### config.mk
export PLATFORM = sky130hd
export DESIGN_NAME = boot_sequencer
export DESIGN_NICKNAME = d
export VERILOG_FILES = /design/src/rtl/sap_pkg.sv /design/src/rtl/boot_wr_stage.sv /design/src/rtl/boot_sequencer.sv
export SDC_FILE = /design/constraint.sdc
export NUM_CORES = 1
export LEC_CHECK = 0
export BUFFER_PORTS_ARGS = -buffer_cell sky130_fd_sc_hd__buf_2
export CAP_MARGIN = 15
export CORE_UTILIZATION = 42
export DETAILED_ROUTE_END_ITERATION = 10
export GPL_ROUTABILITY_DRIVEN = 0
export PLACE_DENSITY = 0.77
export RECOVER_POWER = 25
export SLEW_MARGIN = 30
export SYNTH_ARGS = -nofsm -noshare
export SYNTH_HDL_FRONTEND = slang
export SYNTH_SLANG_ARGS = --single-unit
### constraint.sdc
create_clock -name clk -period 1.9 [get_ports clk]
set_clock_uncertainty 0.05 [all_clocks]
set_input_delay 0.19 -clock clk [delete_from_list [all_inputs] [get_ports clk]]
set_output_delay 0.19 -clock clk [all_outputs]
set_load 0.02 [all_outputs]
### src/rtl/sap_pkg.sv
// sap_pkg: shared definitions for the SAP core and its boot sequencer.
//   WORD_W       : data word width of the core and RAM
//   boot_state_t : boot sequencer FSM encoding (also visible on its state port)
package sap_pkg;

   localparam int WORD_W = 16;

   typedef enum logic [2:0] {
      ST_IDLE   = 3'd0,
      ST_LOAD   = 3'd1,
      ST_FLUSH  = 3'd2,
      ST_RUN    = 3'd3,
      ST_HALTED = 3'd4,
      ST_ERROR  = 3'd5
   } boot_state_t;

endpackage

### src/rtl/boot_wr_stage.sv
// boot_wr_stage: registered RAM write stage of the boot sequencer.
// A write requested in cycle n appears on ram_we/ram_addr/ram_wdata in
// cycle n+1 for one cycle. With BOOT_CHECKSUM_EN defined it also keeps
// the 16-bit running sum of every word it writes.
// Ports:
//   clk, rst           : clock, synchronous active-high reset
//   sum_clr, sum       : (BOOT_CHECKSUM_EN only) clear / running sum
//   wr_en/addr/data    : write request from the FSM
//   ram_we/addr/wdata  : registered RAM write port (address zero-extended)
module boot_wr_stage
   import sap_pkg::*;
#(
   parameter int ADDR_W = 8
) (
   input  logic              clk,
   input  logic              rst,
`ifdef BOOT_CHECKSUM_EN
   input  logic              sum_clr,
   output logic [WORD_W-1:0] sum,
`endif
   input  logic              wr_en,
   input  logic [ADDR_W-1:0] wr_addr,
   input  logic [WORD_W-1:0] wr_data,
   output logic              ram_we,
   output logic [WORD_W-1:0] ram_addr,
   output logic [WORD_W-1:0] ram_wdata
);

   always_ff @(posedge clk) begin
      if (rst) begin
         ram_we    <= 1'b0;
         ram_addr  <= '0;
         ram_wdata <= '0;
      end else begin
         ram_we <= wr_en;
         if (wr_en) begin
            ram_addr  <= WORD_W'(wr_addr);
            ram_wdata <= wr_data;
         end
      end
   end

`ifdef BOOT_CHECKSUM_EN
   // Sum of written words only; the checksum word itself is never written.
   always_ff @(posedge clk) begin
      if (rst || sum_clr) sum <= '0;
      else if (wr_en)     sum <= sum + wr_data;
   end
`endif

endmodule

### src/rtl/boot_sequencer.sv
// boot_sequencer: power-on / reload sequencer for the 16-bit SAP core.
// Holds the core in reset, owns the RAM write port while streaming an
// image from the loader (valid/ready), then releases the core and waits
// for halt, after which a reload may be requested.
// Optional feature: define BOOT_CHECKSUM_EN to treat the ld_last word as a
// checksum of the image (not written); mismatch or overflow -> ERROR.
// Ports:
//   clk, rst                      : clock, synchronous active-high reset
//   ld_start                      : (re)load request (IDLE/HALTED/ERROR)
//   ld_valid/ld_data/ld_last/ld_ready : loader stream
//   cpu_halt                      : core halted (level)
//   cpu_rst, cpu_run              : core reset / clock enable
//   mem_sel                       : 1 = sequencer owns RAM port
//   ram_we/ram_addr/ram_wdata     : RAM write port
//   state, words, err             : debug state, words loaded, sticky error
module boot_sequencer
   import sap_pkg::*;
#(
   parameter int ADDR_W = 8
) (
   input  logic              clk,
   input  logic              rst,
   input  logic              ld_start,
   input  logic              ld_valid,
   input  logic [WORD_W-1:0] ld_data,
   input  logic              ld_last,
   output logic              ld_ready,
   input  logic              cpu_halt,
   output logic              cpu_rst,
   output logic              cpu_run,
   output logic              mem_sel,
   output logic              ram_we,
   output logic [WORD_W-1:0] ram_addr,
   output logic [WORD_W-1:0] ram_wdata,
   output logic [2:0]        state,
   output logic [ADDR_W:0]   words,
   output logic              err
);

   localparam logic [ADDR_W-1:0] PTR_MAX = '1;

   boot_state_t       state_q, state_d;
   logic [ADDR_W:0]   words_q;
   logic              err_q;
   logic              hs, at_max, start, wr_en, set_err;
`ifdef BOOT_CHECKSUM_EN
   logic [WORD_W-1:0] sum;
`endif

   // The low bits of the word count double as the write pointer; the top
   // bit flags a completely filled image.
   assign ld_ready = (state_q == ST_LOAD) && !words_q[ADDR_W];
   assign hs       = ld_valid && ld_ready;
   assign at_max   = (words_q[ADDR_W-1:0] == PTR_MAX);
   assign start    = (state_d == ST_LOAD) && (state_q != ST_LOAD);

   always_comb begin
      state_d = state_q;
      wr_en   = 1'b0;
      set_err = 1'b0;
      case (state_q)
         ST_IDLE:   if (ld_start) state_d = ST_LOAD;
         ST_LOAD: begin
            if (hs) begin
`ifdef BOOT_CHECKSUM_EN
               wr_en = !ld_last;
               if (ld_last) begin
                  if (sum == ld_data) state_d = ST_FLUSH;
                  else begin
                     state_d = ST_ERROR;
                     set_err = 1'b1;
                  end
               end else if (at_max) begin
                  state_d = ST_ERROR;
                  set_err = 1'b1;
               end
`else
               wr_en = 1'b1;
               if (ld_last) state_d = ST_FLUSH;
               else if (at_max) begin
                  // truncated image: still release the core
                  state_d = ST_FLUSH;
                  set_err = 1'b1;
               end
`endif
            end
         end
         ST_FLUSH:  state_d = ST_RUN;
         ST_RUN:    if (cpu_halt) state_d = ST_HALTED;
         ST_HALTED: if (ld_start) state_d = ST_LOAD;
         ST_ERROR:  if (ld_start) state_d = ST_LOAD;
         default:   state_d = ST_IDLE;
      endcase
   end

   // Core controls are decoded from the next state so they change in the
   // same cycle the state register does.
   always_ff @(posedge clk) begin
      if (rst) begin
         state_q <= ST_IDLE;
         words_q <= '0;
         err_q   <= 1'b0;
         cpu_rst <= 1'b1;
         cpu_run <= 1'b0;
         mem_sel <= 1'b1;
      end else begin
         state_q <= state_d;
         if (start)      words_q <= '0;
         else if (wr_en) words_q <= words_q + 1'b1;
         if (start)        err_q <= 1'b0;
         else if (set_err) err_q <= 1'b1;
         cpu_rst <= (state_d inside {ST_IDLE, ST_LOAD, ST_FLUSH, ST_ERROR});
         cpu_run <= (state_d == ST_RUN);
         mem_sel <= !(state_d inside {ST_RUN, ST_HALTED});
      end
   end

   boot_wr_stage #(.ADDR_W(ADDR_W)) u_wr (
      .clk       (clk),
      .rst       (rst),
`ifdef BOOT_CHECKSUM_EN
      .sum_clr   (start),
      .sum       (sum),
`endif
      .wr_en     (wr_en),
      .wr_addr   (words_q[ADDR_W-1:0]),
      .wr_data   (ld_data),
      .ram_we    (ram_we),
      .ram_addr  (ram_addr),
      .ram_wdata (ram_wdata)
   );

   assign state = state_q;
   assign words = words_q;
   assign err   = err_q;

endmodule

== Yosys cells after proc, flatten, opt, wreduce, memory -nomap -nowiden ==
Cells that the tools add are included.
Storage, ports and cells
  register bits after elaboration: 41
  bits of input ports: 22
  output and inout bits: 50
  logic and storage cells: 45
Cells by class
  $add $sub $neg: 1
  equal/unequal tests: 12
  muxes and demuxes: 12
  reductions and logical operators: 11
Operators with widths (count)
  3-bit two-way mux: 5
  3-bit by 2-bit == test with 1-bit output, second input constant: 4
  3-bit == test, second input constant: 4
  3-bit one-hot mux with 4 select lines: 1
  9-bit by 1-bit adder with 9-bit output, second input constant: 1
  8-bit == test, second input constant: 1
  3-bit by 1-bit == test with 1-bit output, second input constant: 2
  3-bit logical NOT: 2
  1-bit two-way mux: 6
  4-bit nonzero test: 1
  1-bit logical AND: 3
  3-bit by 1-bit != test with 1-bit output, second input constant: 1
  3-bit OR reduction: 1
  1-bit logical NOT: 2
  2-bit nonzero test: 1
  2-bit OR reduction: 1

== Logic depth before layout (Yosys ltp) ==
  depth in word-level cells: 8
  depth in mapped cells: 7

== Hierarchy ==
A second synthesis with hierarchy kept.
Unflattened totals
  cell total of the unflattened synthesis: 169
  area total of the unflattened synthesis: 1701.6 µm²
Modules (own cells, without submodules)
  boot_wr_stage: times used 1, cells each 89, area an instance 965.9 µm², sequential area each 500.5 µm²
  boot_sequencer: times used 1, cells each 80, area an instance 735.7 µm², sequential area each 320.3 µm²

== Least setup slack after synthesis ==
Ideal clock, no wire load.
  path type: register to register
  start: reg words_q[0], in the netlist words[0]
  end: reg cpu_rst
  data arrival time: 1.840 ns
  required time: 1.778 ns
  path slack: -0.062 ns
  cell stages (with the launch flop): 8
  buffers on the path: 1
  period minus slack after synthesis: 1.962 ns
  path through: dfxtp_1 ha_1 nand3_1 or2_0 a21oi_1 and3_1 clkbuf_1 mux2i_1
Between the ends
  longest elaborated chain between the ends: 7
  elaborated cells between the ends (all ways): 10
  classes of those cells: eq/ne: 4; mux: 4; reduce/logical: 2
Ends and longest elaborated chain
  start, declared: line boot_sequencer.sv:43  | logic [ADDR_W:0] words_q;
  start signal, assigned: line boot_sequencer.sv:109  | else if (wr_en) words_q <= words_q + 1'b1;
  8-bit == test (*): line boot_sequencer.sv:54  | assign at_max = (words_q[ADDR_W-1:0] == PTR_MAX);
  3-bit two-way mux (*): line boot_sequencer.sv:80  | else if (at_max) begin
  3-bit two-way mux (*): line boot_sequencer.sv:79  | if (ld_last) state_d = ST_FLUSH;
  3-bit two-way mux (*): line boot_sequencer.sv:64  | if (hs) begin
  3-bit one-hot mux with 4 select lines (*): line boot_sequencer.sv:61  | case (state_q)
  3-bit by 1-bit == test with 1-bit output, or another cell as far along: line boot_sequencer.sv:112  | cpu_rst <= (state_d inside {ST_IDLE, ST_LOAD, ST_FLUSH, ST_ERROR});
  4-bit nonzero test (*): line boot_sequencer.sv:112
  end signal, assigned: line boot_sequencer.sv:112
  end, declared: line boot_sequencer.sv:29  | output logic cpu_rst,
Mark *: on every way between the ends. The rest lies on a longest branch, timed or not.
A chain may end at the register's enable or synchronous reset.

== Final worst setup path ==
  start: reg state_q[1], in the netlist state[1]
  end: reg err_q, in the netlist err
Between the ends
  longest elaborated chain between the ends: 8
  elaborated cells between the ends (all ways): 21
  classes of those cells: eq/ne: 7; mux: 8; reduce/logical: 6
Ends and longest elaborated chain
  start, declared: line boot_sequencer.sv:42  | boot_state_t state_q, state_d;
  start signal, assigned: line boot_sequencer.sv:107  | state_q <= state_d;
  3-bit by 1-bit == test with 1-bit output: line boot_sequencer.sv:52, boot_sequencer.sv:61
  1-bit logical AND: line boot_sequencer.sv:52  | assign ld_ready = (state_q == ST_LOAD) && !words_q[ADDR_W];
  1-bit logical AND: line boot_sequencer.sv:53  | assign hs = ld_valid && ld_ready;
  3-bit two-way mux: line boot_sequencer.sv:64
  3-bit one-hot mux with 4 select lines: line boot_sequencer.sv:61
  3-bit by 1-bit == test with 1-bit output: line boot_sequencer.sv:55  | assign start = (state_d == ST_LOAD) && (state_q != ST_LOAD);
  1-bit logical AND: line boot_sequencer.sv:55
  2-bit OR reduction (no source line)
  end signal, assigned: line boot_sequencer.sv:102  | err_q <= 1'b0;
  end signal, assigned: line boot_sequencer.sv:110  | if (start) err_q <= 1'b0;
  end signal, assigned: line boot_sequencer.sv:111  | else if (set_err) err_q <= 1'b1;
  end, declared: line boot_sequencer.sv:44  | logic err_q;
Several ways; a longest one is shown, not always the timed one.

==> results.py <==
metrics = {
    "clock_network": {
        "cts_setup_buffers": 0,
        "tritoncts_clock_tree": "done",
        "worst_setup_hold_path_clk_slew_ns": 0.07,
        "inserted_clock_buffers": 5,
        "clkLatencyLatePin_ns": 0.29,
        "cts_sinks": 41,
        "ctsRootBufferMaster": "sky130_fd_sc_hd__clkbuf_8",
        "cts_max_path_buffers": 2,
        "htree_num_levels": 2,
    },
    "drt": {
        "drt-vias-per-instance": 4.82,
        "route.detailed.drc": 0,
        "detailedRoute.firstIterationViolations": 97,
        "route.final.wire_length_mm": 3.73,
        "drt_pass1_iterations": 6,
        "routed-via-count": 1551,
        "route.detailed.wl_per_inst_microns": 11.6,
        "detail-route-antenna-nets": 0,
    },
    "global_route": {
        "grt_first_pass_wirelength_mm": 6.22,
        "groute.usage.overall_pct": 19.5,
        "vias_in_the_first_global_route": 1389,
        "grt_max_degree": 28,
        "initial_antenna_violation_count": 0,
        "grt.overflow.total": 0,
    },
    "worst_setup_path": {
        "timing.critical_path.required_ns": 2.08,
        "r2r_setup_slack_ns": 0.15,
        "rr_worst_depth": 6,
        "critPathLaunchType": "flop",
        "critical_path_fanout_max": 12,
        "r2r_end": "err",
        "worstReg2RegStart": "state[1]",
        "timing.critical_path.to_type": "flop",
        "worstSetupPathType": "reg -> reg",
        "worst-endpoint-arrival_ns": 1.93,
    },
    "synth": {
        "post-synth-top-area-fraction_pct": 49.1,
        "synth_top_cells_by_area": "sky130_fd_sc_hd__dfxtp_1 49%, sky130_fd_sc_hd__nand2_1 13%, sky130_fd_sc_hd__a21oi_1 9.0%, sky130_fd_sc_hd__buf_4 3.6%, sky130_fd_sc_hd__nor2_1 3.6%",
        "dominantRegCellSynth": "sky130_fd_sc_hd__dfxtp_1",
        "async_flop_share_pct": 0,
        "ys_warnings": 0,
        "post_synth_edffs": 0,
        "synth_area_leader_cell": "sky130_fd_sc_hd__dfxtp_1",
        "mappedNetlistArea_sq_mm": 0.00167,
        "ys_seq_area_share_pct": 49.1,
        "synthesis.area_per_instance_sq_um": 8.28,
        "postSynthRegisterBits": 41,
        "synth.lib_cells_used.distinct": 34,
        "cell_count_after_synthesis": 202,
    },
    "layout": {
        "post_layout_nonfiller_instances": 322,
        "final_common_cell": "sky130_fd_sc_hd__nand2_1",
        "area_delta_synth_final_pct": 28.4,
        "final_net_count": 297,
        "layout.cells.most_common_list": "58 x sky130_fd_sc_hd__nand2_1, 43 x sky130_fd_sc_hd__buf_2, 38 x sky130_fd_sc_hd__dfxtp_1",
        "proportion_of_layout_cells_with_a_drive_suffix_above_1_pct": 28.1,
        "n_antenna_cell": 0,
    },
    "sta": {
        "finalHoldViolCount": 0,
        "post-route-period-util_pct": 92.3,
        "finalSetupViolCount": 0,
        "finalCriticalPeriod_ns": 1.75,
        "rsz0062_at_grt": "false",
        "drv_slew": 0,
        "max_freq_mhz": 570,
        "finalSetupTns_ns": 0,
    },
    "status": {
        "outcome": "finished, final reports clean",
    },
    "hold_path": {
        "worstHoldStart": "ld_data[5]",
        "timing.hold.worst_path_depth": 3,
        "holdPathEnd": "u_wr.ram_wdata[5]",
        "timing.hold.worst.class": "in -> reg",
    },
    "place": {
        "post-place-cells": 315,
        "detailedPlacementHpwl_mm": 2.77,
        "port_buffers": 63,
    },
    "floorplan": {
        "num_io_pins": 72,
        "die_y_microns": 65.1,
        "floorplan.die_area_sq_mm": 0.00424,
        "rows": 22,
        "core_sq_mm": 0.00374,
        "initial_util_pct": 44.7,
        "die_x_microns": 65.1,
    },
    "power": {
        "power.leakage_nw": 0.906,
        "power-per-cell-area_mw_per_mm2": 846,
        "ir_drop_mv": 0.605,
    },
    "job": {
        "cap_violations": 0,
    },
}
## kinds of logic after synthesis
group	Yosys count	synth area share, %
muxes	2	1.20
adders and majority gates	1	0.748
DFF	41	49.1
buffers and inverters	20	7.03
and+or+nand+nor	94	26.1
AOI/OAI and AO/OA	36	12.0
other	1	0.224
xor gates and xnor gates	7	3.66
## sequential cells by signal, summed over array words and instances (netlist names)
| name | cells |
|---|---|
| u_wr.ram_wdata | 16 |
| mem_sel | 1 |
| cpu_rst | 1 |
| words | 9 |
| state | 3 |
| u_wr.ram_addr | 8 |
| cpu_run | 1 |
| err | 1 |
| u_wr.ram_we | 1 |
## per-layer routing
layer	global-route usage [%]	up-vias	wire length, microns
met2	32.6	43	1880
met5	0	-	0
met4	8.70	0	78
met3	6.60	7	171
met1	22.4	722	1600
li1	-	779	-
## synthesized netlist by cell type, types with 2 or more instances
master,number
sky130_fd_sc_hd__a21oi_1,30
sky130_fd_sc_hd__buf_2,4
sky130_fd_sc_hd__buf_4,8
sky130_fd_sc_hd__clkbuf_1,5
sky130_fd_sc_hd__dfxtp_1,41
sky130_fd_sc_hd__inv_1,2
sky130_fd_sc_hd__mux2i_1,2
sky130_fd_sc_hd__nand2_1,58
sky130_fd_sc_hd__nand3_1,3
sky130_fd_sc_hd__nand4_1,2
sky130_fd_sc_hd__nor2_1,16
sky130_fd_sc_hd__nor2_2,2
sky130_fd_sc_hd__nor2b_1,3
sky130_fd_sc_hd__xnor2_1,4
sky130_fd_sc_hd__xor2_1,3
## worst max-delay path by stage
| stage | startpoint | to | slack, ns | depth (start not counted) |
|---|---|---|---|---|
| 6_report | state[1] | err | 0.15 | 6 |
| 5_1_grt | words[0] | cpu_rst | 0.02 | 6 |
| 2_1_floorplan | words[0] | cpu_rst | 0.05 | 7 |
| 4_1_cts | state[1] | err | 0.06 | 6 |
| 3_3_place_gp | state[1] | err | 0.14 | 6 |
| 3_5_place_dp | state[1] | err | 0.08 | 6 |
## power breakdown
part | switching (mW) | leakage [nW] | internal, mW
registers | 0.0149 | 0.333 | 0.887
logic | 0.172 | 0.519 | 0.0911
clock network | 0.272 | 0.0540 | 0.381
## cell type report
| type | count | area, sq um |
|---|---|---|
| Inverter | 2 | 7.51 |
| Sequential cell | 41 | 825 |
| Clock inverter | 2 | 35.0 |
| Tap cell | 48 | 60.1 |
| Clock buffer | 5 | 68.8 |
| Fill cell | 355 | 1600 |
| Multi-Input combinational cell | 148 | 764 |
| Timing Repair Buffer | 76 | 388 |
## worst max-delay path, cell delays in order (launching register included)
cell                      delay [ns]
sky130_fd_sc_hd__dfxtp_1        0.35
sky130_fd_sc_hd__or3b_4         0.43
sky130_fd_sc_hd__or2_4          0.34
sky130_fd_sc_hd__buf_4          0.20
sky130_fd_sc_hd__nor3_2         0.14
sky130_fd_sc_hd__a21oi_1        0.09
sky130_fd_sc_hd__nor2_1         0.08
## per-stage QoR
step	hold slack [ns]	area, sq um	worst slack, ns	power [mW]	util [%]
floorplan	0.276	1700	0.0516	1.11	-
global placement	0.381	2070	0.140	1.18	55.2
detailed placement	0.386	2070	0.0802	1.18	55.2
CTS	0.0745	2170	0.0632	1.84	58.0
global route	0.0698	2150	0.0165	1.92	57.4
finish	0.0810	2150	0.147	1.82	57.4
## what timing repair did
item                       4_1_cts  5_1_grt
gates resized for setup          0        2
setup endpoints to repair        0        3
hold buffers                     0        0
No activity file was read; power rests on OpenSTA's default activity.
